<file path="src/rtl/video_timing_pkg.sv">
// Shared constants and types for the video raster timing path.
// Default timing is 640x480@60 on a 25 MHz pixel clock.
package video_timing_pkg;

  localparam int DEF_H_ACTIVE = 640;
  localparam int DEF_H_FP     = 16;
  localparam int DEF_H_SYNC   = 96;
  localparam int DEF_H_BP     = 48;
  localparam int DEF_V_ACTIVE = 480;
  localparam int DEF_V_FP     = 10;
  localparam int DEF_V_SYNC   = 2;
  localparam int DEF_V_BP     = 33;

  typedef enum logic {
    IDLE = 1'b0,
    RUN  = 1'b1
  } vtg_state_e;

  // Half-open window test on a raster position: lo <= pos < hi.
  function automatic logic in_window(input int unsigned pos,
                                     input int unsigned lo,
                                     input int unsigned hi);
    return (pos >= lo) && (pos < hi);
  endfunction

endpackage

</file>
<file path="src/rtl/video_timing_gen_sync_2ff.sv">
// Generic 2-flop synchronizer with asynchronous active-low reset.
// Used for the PLL lock input; reusable anywhere in the video path.
module sync_2ff #(
  parameter int                WIDTH   = 1,
  parameter logic [WIDTH-1:0]  RST_VAL = '0
) (
  input  logic             clk,
  input  logic             rst_n,
  input  logic [WIDTH-1:0] d,
  output logic [WIDTH-1:0] q
);

  logic [WIDTH-1:0] meta_q, meta_d;
  logic [WIDTH-1:0] sync_q, sync_d;

  always_comb begin
    meta_d = d;
    sync_d = meta_q;
  end

  always_ff @(posedge clk or negedge rst_n) begin
    if (!rst_n) begin
      meta_q <= RST_VAL;
      sync_q <= RST_VAL;
    end else begin
      meta_q <= meta_d;
      sync_q <= sync_d;
    end
  end

  assign q = sync_q;

endmodule

</file>
<file path="src/rtl/video_timing_gen.sv">
// Raster timing generator: registered hsync/vsync/de, pixel coordinates and
// line/frame strobes. Optional frame counter under VIDEO_TIMING_FRAME_COUNT_EN.
module video_timing_gen
  import video_timing_pkg::*;
#(
  parameter int H_ACTIVE  = DEF_H_ACTIVE,
  parameter int H_FP      = DEF_H_FP,
  parameter int H_SYNC    = DEF_H_SYNC,
  parameter int H_BP      = DEF_H_BP,
  parameter int V_ACTIVE  = DEF_V_ACTIVE,
  parameter int V_FP      = DEF_V_FP,
  parameter int V_SYNC    = DEF_V_SYNC,
  parameter int V_BP      = DEF_V_BP,
  parameter bit HSYNC_POL = 1'b0,
  parameter bit VSYNC_POL = 1'b0,
  localparam int H_TOTAL  = H_ACTIVE + H_FP + H_SYNC + H_BP,
  localparam int V_TOTAL  = V_ACTIVE + V_FP + V_SYNC + V_BP,
  localparam int XW       = $clog2(H_TOTAL),
  localparam int YW       = $clog2(V_TOTAL)
) (
  input  logic          clk,
  input  logic          rst_n,
  input  logic          locked,
  output logic          hsync,
  output logic          vsync,
  output logic          de,
  output logic [XW-1:0] x,
  output logic [YW-1:0] y,
  output logic          line_start,
  output logic          frame_start
`ifdef VIDEO_TIMING_FRAME_COUNT_EN
  ,
  output logic [15:0]   frame_count
`endif
);

  localparam int unsigned HS_BEG = H_ACTIVE + H_FP;
  localparam int unsigned HS_END = H_ACTIVE + H_FP + H_SYNC;
  localparam int unsigned VS_BEG = V_ACTIVE + V_FP;
  localparam int unsigned VS_END = V_ACTIVE + V_FP + V_SYNC;
  localparam logic [XW-1:0] H_LAST = XW'(H_TOTAL - 1);
  localparam logic [YW-1:0] V_LAST = YW'(V_TOTAL - 1);

  logic run;

  sync_2ff #(
    .WIDTH   (1),
    .RST_VAL (1'b0)
  ) u_lock_sync (
    .clk   (clk),
    .rst_n (rst_n),
    .d     (locked),
    .q     (run)
  );

  vtg_state_e state_q, state_d;
  logic       run_en;

  logic [XW-1:0] h_q, h_d;
  logic [YW-1:0] v_q, v_d;

  logic          hsync_q, hsync_d;
  logic          vsync_q, vsync_d;
  logic          de_q, de_d;
  logic [XW-1:0] x_q, x_d;
  logic [YW-1:0] y_q, y_d;
  logic          line_start_q, line_start_d;
  logic          frame_start_q, frame_start_d;
`ifdef VIDEO_TIMING_FRAME_COUNT_EN
  logic [15:0]   frame_count_q, frame_count_d;
`endif

  always_ff @(posedge clk or negedge rst_n) begin
    if (!rst_n) state_q <= IDLE;
    else        state_q <= state_d;
  end

  always_comb begin
    state_d = state_q;
    case (state_q)
      IDLE:    if (run)  state_d = RUN;
      RUN:     if (!run) state_d = IDLE;
      default:           state_d = IDLE;
    endcase
  end

  // Counters and output registers key off the state being entered, so the
  // first RUN edge already registers position (0,0) and a drop clears on
  // the very edge the FSM returns to IDLE.
  always_comb begin
    run_en        = (state_d == RUN);
    h_d           = '0;
    v_d           = '0;
    hsync_d       = ~HSYNC_POL;
    vsync_d       = ~VSYNC_POL;
    de_d          = 1'b0;
    x_d           = '0;
    y_d           = '0;
    line_start_d  = 1'b0;
    frame_start_d = 1'b0;
`ifdef VIDEO_TIMING_FRAME_COUNT_EN
    frame_count_d = '0;
`endif
    if (run_en) begin
      if (h_q == H_LAST) begin
        h_d = '0;
        v_d = (v_q == V_LAST) ? '0 : v_q + 1'b1;
      end else begin
        h_d = h_q + 1'b1;
        v_d = v_q;
      end
      x_d           = h_q;
      y_d           = v_q;
      de_d          = in_window(int'(h_q), 0, H_ACTIVE) &&
                      in_window(int'(v_q), 0, V_ACTIVE);
      hsync_d       = in_window(int'(h_q), HS_BEG, HS_END) ? HSYNC_POL : ~HSYNC_POL;
      vsync_d       = in_window(int'(v_q), VS_BEG, VS_END) ? VSYNC_POL : ~VSYNC_POL;
      line_start_d  = (h_q == '0);
      frame_start_d = (h_q == '0) && (v_q == '0);
`ifdef VIDEO_TIMING_FRAME_COUNT_EN
      frame_count_d = frame_start_d ? frame_count_q + 16'd1 : frame_count_q;
`endif
    end
  end

  always_ff @(posedge clk or negedge rst_n) begin
    if (!rst_n) begin
      h_q           <= '0;
      v_q           <= '0;
      hsync_q       <= ~HSYNC_POL;
      vsync_q       <= ~VSYNC_POL;
      de_q          <= 1'b0;
      x_q           <= '0;
      y_q           <= '0;
      line_start_q  <= 1'b0;
      frame_start_q <= 1'b0;
    end else begin
      h_q           <= h_d;
      v_q           <= v_d;
      hsync_q       <= hsync_d;
      vsync_q       <= vsync_d;
      de_q          <= de_d;
      x_q           <= x_d;
      y_q           <= y_d;
      line_start_q  <= line_start_d;
      frame_start_q <= frame_start_d;
    end
  end

`ifdef VIDEO_TIMING_FRAME_COUNT_EN
  always_ff @(posedge clk or negedge rst_n) begin
    if (!rst_n) frame_count_q <= '0;
    else        frame_count_q <= frame_count_d;
  end

  assign frame_count = frame_count_q;
`endif

  assign hsync       = hsync_q;
  assign vsync       = vsync_q;
  assign de          = de_q;
  assign x           = x_q;
  assign y           = y_q;
  assign line_start  = line_start_q;
  assign frame_start = frame_start_q;

endmodule

</file>
<file path="config.mk">
export PLATFORM = sky130hd
export DESIGN_NAME = video_timing_gen
export DESIGN_NICKNAME = d
export VERILOG_FILES = /design/src/rtl/video_timing_pkg.sv /design/src/rtl/video_timing_gen_sync_2ff.sv /design/src/rtl/video_timing_gen.sv
export SDC_FILE = /design/constraint.sdc
export NUM_CORES = 1
export LEC_CHECK = 0
export BUFFER_PORTS_ARGS = -buffer_cell sky130_fd_sc_hd__buf_2
export CAP_MARGIN = 10
export CORE_ASPECT_RATIO = 0.9
export CORE_MARGIN = 1.5
export CORE_UTILIZATION = 49
export CTS_CLUSTER_SIZE = 28
export DETAILED_ROUTE_END_ITERATION = 10
export PLACE_DENSITY = 0.79
export SLEW_MARGIN = 40
export SYNTH_ARGS = -nofsm -noshare
export SYNTH_HDL_FRONTEND = slang
export SYNTH_SLANG_ARGS = --single-unit
</file>
<file path="constraint.sdc">
create_clock -name clk -period 2.7 [get_ports clk]
set_input_delay 0.27 -clock clk [delete_from_list [all_inputs] [get_ports clk]]
set_output_delay 0.27 -clock clk [all_outputs]
set_load 0.1 [all_outputs]
</file>
==> summary.txt, run 1 <==
CTS
  • Hold_buf cts: 1
  • Clock sinks: 47
  • Inserted Clock Buffers: 5
  • Root Driver: clkbuf_8
  • H-tree depth: 2
  • CTS Buffer Depth: 2
  • Post-CTS Setup Bufs: 0
  • Clock Latency Late Sink: 310 ps
  • Clock-pin slew on the worst setup and hold paths: 90 ps
  • CTS tree: yes
  • Resized cells post-CTS: 0

STA
  • RSZ-0062 raised after global routing: no
  • Measured slew at the worst slew-check pin: 668 ps
  • Rel. slew slack: 0.551
  • Final-report hold violation count: 0
  • Number of max-slew violations in the final report: 0
  • Minimum clock period: 2210 ps
  • Final Cycle Share: 0.817
  • Setup_tns: 0 ps
  • Layout Skew: 8.34 ps
  • Peak Freq: 454 MHz
  • Setup-failing EPs final: 0

Cells and area
  • Layout cell share with drive strength beyond 1: 0.238
  • Fillers: 316
  • Sequential Area: 1180 sq um
  • Area Growth Syn to Fin: 14.9%
  • Most frequent cells in the layout: dfrtp_1 (45), nor2_1 (26), buf_2 (26)
  • Commonest non-fill, non-tap cell in the layout: dfrtp_1
  • Final nets: 216
  • Area used by multi-input combinational logic: 747 sq um
  • Cell area after layout: 2300 sq um
  • Ant diodes: 0

Synthesis
  • Mapped Cells: 177
  • Post-synth cell types: 39
  • Post-synth EDFFs: 0
  • Main synth FF type: dfrtp_1
  • Synth Area per Inst: 11.3 sq um
  • Ys Warns: 0
  • Syn_nets: 184
  • Register area share after synthesis: 0.589
  • Mapped cell area: 2000 sq um
  • Fraction of registers with async set/reset: 1.00
  • Seq cells post-synth: 47

Floorplan
  • Die Y: 63.6 um
  • Core Area: 3810 sq um
  • Num rows: 21
  • Effective utilization at floorplan: 0.525
  • # IOs: 28
  • Die W: 70.4 um
  • Die Area: 4480 sq um

Placed design
  • Post-DP HPWL: 2.51 mm
  • Dpl cell area: 2180 sq um
  • Placer Congestion: 0.862
  • Buffers added on ports: 27

GRT
  • Initial antenna violation count: 0
  • Total congestion overflow: 0
  • Largest net degree at the start of global routing: 48
  • First-pass GRT wire length: 6.47 mm
  • Total GRT Usage: 0.189
  • Vias in the first global route: 1339

Worst setup path
  • Crit. End Element: register
  • CP Data Arrival Time: 2410 ps
  • Crit Path Class: register to register
  • R2R cell count: 4
  • Startpoint Class: register
  • Worst EP required: 2900 ps
  • Crit Path Max Fanout: 7

Detailed routing
  • Wire per inst: 14.7 um
  • DRC: 0
  • Iter 0 DRT Violations: 88
  • Via density: 5.48
  • DRT antenna net count: 0
  • Via count: 1403
  • Routed WL: 3.76 mm
  • First-pass iteration count of the detailed router: 4

Power and ir drop
  • Cell area power density: 583 nW/um^2
  • Leakage: 1.16 nW
  • Worst vdd ir: 0.241 mV

Min path
  • Worst Hold Class: primary input to register
  • Hold Path Stages: 1

Job
  • Max Cap Viol: 0

Status
  • Status: finished clean
critical path, stage by stage (launching register included):
cell and delay, ps:
dfrtp_1 460, or4b_4 610, o31ai_1 580, o21ai_0 190
a22o_1 260
power breakdown:
group	internal, W	total [W]	switching (W)	leakage [nW]
clock	0.000276	0.000517	0.000242	0.0581
sequential	0.000714	0.000721	0.00000624	0.637
combinational	0.0000206	0.000102	0.0000815	0.463
layout make-up:
type / count / area share
clock buffer: 5 / 0.0299
clock inverter: 3 / 0.0190
inverter: 9 / 0.0147
multi-input combinational: 115 / 0.325
sequential: 47 / 0.513
tap: 46 / 0.0250
timing repair buffer: 31 / 0.0740
layer usage:
layer  vias to the layer above  wire, um  GRT usage
met4                         0        76     0.0745
met2                        42      1710      0.285
met3                         9       195     0.0544
met5                         -         0          0
met1                       679      1770      0.258
li1                        673         -          -
cell families (layout without fill, tap and decap cells):
logic type / after synthesis / in the layout / share of synthesized area
DFF: 47 / 47 / 0.589
AOI/OAI and AO/OA: 23 / 23 / 0.0888
xor gates and xnor gates: 9 / 9 / 0.0394
buffers and inverters: 15 / 48 / 0.0381
and+or+nand+nor: 79 / 79 / 0.220
adders and majority gates: 4 / 4 / 0.0250
worst paths after layout:
kind | slack (ps) | startpoint | end
min | 70 | locked | u_lock_sync.meta_q
min in group asynchronous | 490 | rst_n | h_q[7]
max in group asynchronous | 1830 | rst_n | vsync
min reg2reg | 350 | u_lock_sync.meta_q | u_lock_sync.q
max | 490 | h_q[7] | v_q[5]
max reg2reg | 490 | h_q[7] | v_q[5]
cells in the mapped netlist, types with 2 or more instances:
library cell   n  area share
clkbuf_1       2      0.0038
nand3_1        6       0.015
nor4b_1        3       0.013
buf_6          2       0.011
and2_1        11       0.034
xor2_1         4       0.017
a31oi_1        2      0.0062
and2_2         4       0.015
a21oi_1        2      0.0050
a22o_2         2       0.010
inv_1          9       0.017
and4_1         2      0.0088
o21ai_0        4       0.010
dfstp_2        2       0.026
o211a_1        3       0.015
and3_1         2      0.0062
o31a_1         2      0.0088
dfrtp_1       45        0.56
nor3_1         6       0.015
a22o_1         2      0.0088
xnor2_1        5       0.022
nor2_1        26       0.049
nand4_1        5       0.016
nand2_1        7       0.013
ha_1           4       0.025
nor4_1         2      0.0062
registers in the layout, summed over array words and instances (netlist names):
| register | cells |
|---|---|
| x | 10 |
| y | 10 |
| h_q | 10 |
| hsync | 1 |
| u_lock_sync.q | 1 |
| de | 1 |
| vsync | 1 |
| v_q | 10 |
| line_start | 1 |
| u_lock_sync.meta_q | 1 |
| frame_start | 1 |
through the flow:
step | setup WS, ps | util | power [W] | hold WS (ps) | std cells
3_3_place_gp | 605 | 0.571 | 0.000834 | 333 | 247
2_1_floorplan | 896 | - | 0.000803 | -25.6 | 177
6_report | 495 | 0.604 | 0.00134 | 67.4 | 256
3_5_place_dp | 545 | 0.571 | 0.000836 | 307 | 247
5_1_grt | 345 | 0.604 | 0.00140 | 53.9 | 256
4_1_cts | 525 | 0.604 | 0.00135 | 61.1 | 256
Power figures use the tool's default switching activity.
==> run 2: changes to the inputs <==
--- a/config.mk
+++ b/config.mk
@@ -12,7 +12,7 @@
 export CORE_UTILIZATION = 49
 export CTS_CLUSTER_SIZE = 28
 export DETAILED_ROUTE_END_ITERATION = 10
-export PLACE_DENSITY = 0.79
+export PLACE_DENSITY = 0.82
 export SLEW_MARGIN = 40
 export SYNTH_ARGS = -nofsm -noshare
 export SYNTH_HDL_FRONTEND = slang
==> constraint.sdc (replaced) <==
create_clock -name clk -period 1.9 [get_ports clk]
set_input_delay 0.19 -clock clk [delete_from_list [all_inputs] [get_ports clk]]
set_output_delay 0.19 -clock clk [all_outputs]
set_load 0.1 [all_outputs]
==> run 2 against run 1 <==
The run now ends with negative setup slack left. Design area grew 6.5%. First-iteration DRC count is 64% higher. Power increased by 39%. Clock power increased by 32%. Setup slack worse by 500 ps. Combinational power rose by 58%. Die area unchanged. Sequential power grew 41%. Critical path depth increased by 1. Global-route usage rose by 0.26 points. Non-clock buffer count up 18. Clock skew down 3.4 ps. Critical endpoint unchanged. Largest cell class unchanged. Highest routed layer unchanged.
==> summary.txt, run 2 (synthesized netlist as in run 1, its figures left out) <==
Worst setup path
  • Crit Path Max Fanout: 5 (-2)
  • Worst EP required: 2090 ps (-810 ps)
  • Crit. End Element: register
  • Crit Path Class: register to register
  • R2R cell count: 5 (+1)
  • CP Data Arrival Time: 2090 ps (-320 ps)
  • Startpoint Class: register

Cells and area
  • Fillers: 293 (-7.3%)
  • Commonest non-fill, non-tap cell in the layout: dfrtp_1
  • Area Growth Syn to Fin: 22.3%
  • Layout cell share with drive strength beyond 1: 0.295 (+0.0571)
  • Final nets: 234 (+8.3%)
  • Most frequent cells in the layout: dfrtp_1 (45), buf_2 (27), nor2_1 (26)
  • Area used by multi-input combinational logic: 758 sq um (+1.5%)
  • Ant diodes: 0 (unchanged)
  • Sequential Area: 1180 sq um (unchanged)

Detailed routing
  • Via count: 1513 (+7.8%)
  • First-pass iteration count of the detailed router: 4 (unchanged)
  • DRT antenna net count: 0 (unchanged)
  • Routed WL: 3.97 mm (+5.8%)
  • Via density: 5.54 (+1.1%)
  • Wire per inst: 14.6 um (-0.81%)
  • DRC: 0 (unchanged)
  • Iter 0 DRT Violations: 144 (+64%)

Power and ir drop
  • Cell area power density: 763 nW/um^2 (+31%)
  • Leakage: 1.25 nW (+7.9%)
  • Pwr Total: 0.00187 W (+39%)
  • Worst vdd ir: 0.312 mV (+29%)

STA
  • Setup_tns: -2.77 ps (-2.77 ps)
  • Final-report hold violation count: 0 (unchanged)
  • Peak Freq: 526 MHz (+16%)
  • Number of max-slew violations in the final report: 0 (unchanged)
  • Setup-failing EPs final: 1 (+1)
  • Minimum clock period: 1900 ps (-302 ps)
  • Rel. slew slack: 0.676 (+0.124)
  • Layout Skew: 4.98 ps (-3.35 ps)
  • Measured slew at the worst slew-check pin: 490 ps (-177 ps)
  • Worst setup margin: -2.77 ps (-498 ps)
  • Final Cycle Share: 1.00 (+0.185)

Floorplan
  • Num rows: 21 (unchanged)
  • Die Area: 4480 sq um (unchanged)
  • # IOs: 28 (unchanged)
  • Effective utilization at floorplan: 0.525 (unchanged)
  • Die Y: 63.6 um (unchanged)
  • Die W: 70.4 um (unchanged)
  • Core Area: 3810 sq um (unchanged)

CTS
  • H-tree depth: 2 (unchanged)
  • Root Driver: clkbuf_8
  • Clock Latency Late Sink: 300 ps (about the same)
  • Clock sinks: 47 (unchanged)
  • Clock-pin slew on the worst setup and hold paths: 80 ps (about the same)
  • CTS tree: yes
  • CTS Buffer Depth: 2 (unchanged)
  • Inserted Clock Buffers: 5 (unchanged)

Placed design
  • Place WS: 23.7 ps (-521 ps)
  • Placer Congestion: 0.885 (+2.7%)
  • Buffers added on ports: 27 (unchanged)
  • Post-DP HPWL: 2.68 mm (+6.8%)

Job
  • Max Cap Viol: 0 (unchanged)

Min path
  • Worst Hold Class: register to register
  • Hold Path Stages: 0 (-1)

GRT
  • Total congestion overflow: 0 (unchanged)
  • Total GRT Usage: 0.192 (+0.00255)
  • First-pass GRT wire length: 6.55 mm (+1.3%)
  • Vias in the first global route: 1418 (+5.9%)
  • Largest net degree at the start of global routing: 48 (unchanged)
  • Initial antenna violation count: 0 (unchanged)

Status
  • Status: finished, violations left
  • Failing checks: negative setup slack
run 2: cell count changes in the layout (fill, tap and decap cells not counted), sizes merged:
cell | previous run | this run
clkbuf | 5 | 6
clkinv | 2 | 0
dlygate4sd3 | 1 | 2
buf | 30 | 47
run 2: worst max-delay path: stages (launching register included):
cell     delay (ps)
dfrtp_1         400
or4b_4          590
o31ai_2         260
buf_4           180
o21ai_0         110
a22o_1          250
run 2: final timing paths:
path,start,endpoint,slack (ps)
max in group asynchronous,rst_n,vsync,1240
min,u_lock_sync.meta_q,u_lock_sync.q,360
min in group asynchronous,rst_n,v_q[4],390
max,h_q[7],v_q[5],-3
min reg2reg,u_lock_sync.meta_q,u_lock_sync.q,360
max reg2reg,h_q[7],v_q[5],-3
run 2: layer usage:
layer | track usage | part of all wire | vias up
met5 | 0 | 0 | -
met4 | 0.0841 | 0.026 | 0
met3 | 0.0480 | 0.057 | 13
met2 | 0.297 | 0.44 | 59
met1 | 0.254 | 0.48 | 736
li1 | - | - | 705
run 2: layout make-up:
| cell class | count | share of cell area |
|---|---|---|
| clock buffers | 6 | 0.0296 |
| clock inverters | 1 | 0.0123 |
| inverters | 9 | 0.0138 |
| multi-input cells | 115 | 0.310 |
| flip-flops and latches | 47 | 0.481 |
| well taps | 46 | 0.0235 |
| repair buffers | 49 | 0.130 |
run 2: repair_timing:
action / CTS / global route
hold endpoints to repair: 46 / 0
setup buffers: 0 / 1
hold buffers: 2 / 0
gates resized for setup: 0 / 2
setup endpoints to repair: 0 / 8
run 2: where the power goes:
| part | switching [W] | internal, W |
|---|---|---|
| Combinational | 0.000120 | 0.0000406 |
| Sequential | 0.00000614 | 0.00102 |
| Clock | 0.000300 | 0.000385 |
| Total | 0.000426 | 0.00144 |
run 2: metrics by stage:
step / instance area [sq um] / cells / hold slack (ps) / utilization
after detailed placement: 2310 / 263 / 188 / 0.606
after global routing: 2450 / 273 / 379 / 0.643
after global placement: 2310 / 263 / 184 / 0.606
after CTS: 2430 / 272 / 365 / 0.638
final: 2450 / 273 / 360 / 0.643
after floorplan: 2000 / 177 / -106 / -
==> run 3: changes to the inputs <==
--- a/config.mk
+++ b/config.mk
@@ -7,12 +7,14 @@
 export LEC_CHECK = 0
 export BUFFER_PORTS_ARGS = -buffer_cell sky130_fd_sc_hd__buf_2
 export CAP_MARGIN = 10
+export CELL_PAD_IN_SITES_DETAIL_PLACEMENT = 0
+export CELL_PAD_IN_SITES_GLOBAL_PLACEMENT = 2
 export CORE_ASPECT_RATIO = 0.9
 export CORE_MARGIN = 1.5
-export CORE_UTILIZATION = 49
+export CORE_UTILIZATION = 33
 export CTS_CLUSTER_SIZE = 28
 export DETAILED_ROUTE_END_ITERATION = 10
-export PLACE_DENSITY = 0.82
+export PLACE_DENSITY = 0.83
 export SLEW_MARGIN = 40
 export SYNTH_ARGS = -nofsm -noshare
 export SYNTH_HDL_FRONTEND = slang
==> run 3 against run 2 <==
The flow finishes with violations (design-rule violations). Via count is 3.3% lower. Global-route usage shrank 5.8 points. Clock power decreased by 15%. Combinational power about the same. Die area is 46% higher. First-iteration DRC count fell by 2.8%. Sequential share of layout area is 0.80 points lower. Wire length rose by 0.60%. Non-clock buffer count up 4. Fmax is 3.4% higher. Critical path depth down 1. Largest cell class unchanged.
==> summary.txt, run 3 (synthesized netlist as in run 1, its figures left out) <==
STA
  • Setup_tns: 0 ps (+2.77 ps)
  • Peak Freq: 543 MHz (+3.4%)
  • Setup-failing EPs final: 0 (-1)
  • Final-report hold violation count: 0 (unchanged)
  • Layout Skew: 6.42 ps (+1.43 ps)
  • Rel. slew slack: 0.678 (+0.00280)
  • Minimum clock period: 1840 ps (-62.2 ps)
  • RSZ-0062 raised after global routing: no
  • Measured slew at the worst slew-check pin: 486 ps (-4.24 ps)
  • Number of max-slew violations in the final report: 0 (unchanged)
  • Worst setup margin: 59.4 ps (+62.2 ps)
  • Final Cycle Share: 0.969 (-0.0327)

Worst setup path
  • R2R setup slack: 60 ps (+60 ps)
  • R2R cell count: 4 (-1)
  • Crit-path cells: or4b_4, o31a_1, a31o_1, a22o_1
  • Crit Path Max Fanout: 6 (+1)
  • CP max stage cell: or4b_4
  • Crit Path Class: register to register
  • Startpoint Class: register
  • Worst EP required: 2090 ps (about the same)
  • CP Data Arrival Time: 2030 ps (-60 ps)
  • Worst R2R Start: h_q[7]
  • Reg2reg end: v_q[3]
  • CP max stage delay: 580 ps (about the same)
  • Crit. End Element: register

Detailed routing
  • DRC: 3 (+3)
  • Routed WL: 4.00 mm (+0.60%)
  • First-pass iteration count of the detailed router: 7 (+3)
  • Via density: 4.84 (-13%)
  • Wire per inst: 13.2 um (-9.1%)
  • Via count: 1463 (-3.3%)
  • Iter 0 DRT Violations: 140 (-2.8%)
  • DRT antenna net count: 0 (unchanged)

Floorplan
  • Die Area: 6540 sq um (+46%)
  • Num rows: 26 (+24%)
  • Core Area: 5760 sq um (+51%)
  • Die Y: 76.9 um (+21%)
  • Die W: 85.1 um (+21%)
  • Effective utilization at floorplan: 0.348 (-0.178)
  • # IOs: 28 (unchanged)

Cells and area
  • Area Growth Syn to Fin: 24.4%
  • Layout cell share with drive strength beyond 1: 0.310 (+0.0152)
  • Commonest non-fill, non-tap cell in the layout: dfrtp_1
  • Most frequent cells in the layout: dfrtp_1 (45), buf_2 (27), nor2_1 (26)
  • Final nets: 238 (+1.7%)
  • Fillers: 534 (+82%)
  • Ant diodes: 0 (unchanged)

Min path
  • Worst Hold Class: register to register
  • Sink of the worst hold path: u_lock_sync.q
  • HP Start: u_lock_sync.meta_q
  • Hold Path Stages: 0 (unchanged)

Status
  • Failing checks: design-rule violations
  • Status: finished, violations left

Job
  • Max Cap Viol: 0 (unchanged)

Placed design
  • Buffers added on ports: 27 (unchanged)
  • Placer Congestion: 0.810 (-8.5%)
  • Post-DP HPWL: 2.77 mm (+3.3%)
  • Place WS: 51.8 ps (+28.2 ps)

CTS
  • CTS tree: yes
  • CTS Buffer Depth: 2 (unchanged)
  • Root Driver: clkbuf_8
  • Clock-pin slew on the worst setup and hold paths: 80 ps (about the same)
  • Clock sinks: 47 (unchanged)
  • Inserted Clock Buffers: 5 (unchanged)
  • H-tree depth: 2 (unchanged)
  • Clock Latency Late Sink: 300 ps (about the same)

GRT
  • Vias in the first global route: 1381 (-2.6%)
  • First-pass GRT wire length: 6.82 mm (+4.1%)
  • Total congestion overflow: 0 (unchanged)
  • Largest net degree at the start of global routing: 48 (unchanged)
  • Initial antenna violation count: 0 (unchanged)
  • Total GRT Usage: 0.133 (-0.0584)

Power and ir drop
  • Cell area power density: 708 nW/um^2 (-7.2%)
  • Worst vdd ir: 0.238 mV (-24%)
  • Leakage: 1.26 nW (+0.53%)
[run 3: timing repair]
action,in CTS,in global routing
gates resized for setup,0,3
endpoints found under the setup margin,0,5
buffers inserted,0,1
hold endpoints to repair,46,0
hold buffers,2,0
[run 3: per-stage QoR]
| stage | power (W) | instance area, sq um | instances | hold slack (ps) | util |
|---|---|---|---|---|---|
| final | 0.00176 | 2490 | 302 | 352 | 0.432 |
| after global routing | 0.00184 | 2490 | 302 | 355 | 0.432 |
| after CTS | 0.00178 | 2470 | 301 | 354 | 0.429 |
| after detailed placement | 0.00120 | 2370 | 291 | 192 | 0.411 |
| after global placement | 0.00120 | 2370 | 291 | 189 | 0.411 |
| after floorplan | 0.00114 | 2000 | 177 | -106 | - |
[run 3: area by class of cell]
cell class,count,area (sq um),area share
timing repair buffer,53,348,0.140
multi-input combinational,115,761,0.306
sequential,47,1180,0.473
clock inverter,1,5.00,0.00201
tap,70,87.6,0.0352
clock buffer,7,76.3,0.0307
inverter,9,33.8,0.0136
[run 3: worst max path at each step]
stage                     slack, ps  startpoint     end
after floorplan                 100      h_q[7]  v_q[3]
after global placement           60      v_q[0]  v_q[1]
after detailed placement         50      h_q[7]  v_q[5]
after CTS                        40      h_q[7]  v_q[5]
after global routing              4      h_q[7]  v_q[3]
final                            60      h_q[7]  v_q[3]
[run 3: metal layers]
layer	vias to the layer above	part of all wire	routed length, um	track usage
met5	-	0	0	0
met4	0	0.016	65	0.0492
met3	6	0.038	152	0.0291
met2	32	0.44	1760	0.192
met1	709	0.50	2020	0.195
li1	716	-	-	-
[run 3: power by group]
| part | switching, W | total (W) | internal, W |
|---|---|---|---|
| combinational | 0.000121 | 0.000162 | 0.0000408 |
| clock | 0.000320 | 0.000579 | 0.000259 |
| sequential | 0.00000609 | 0.00102 | 0.00101 |
[run 3: critical path, delay by kind of cell (launching register included)]
kind | cells | cell delay [ps]
AO/OA/AOI/OAI | 3 | 770
AND/OR/NAND/NOR | 1 | 580
flip-flops | 1 | 390
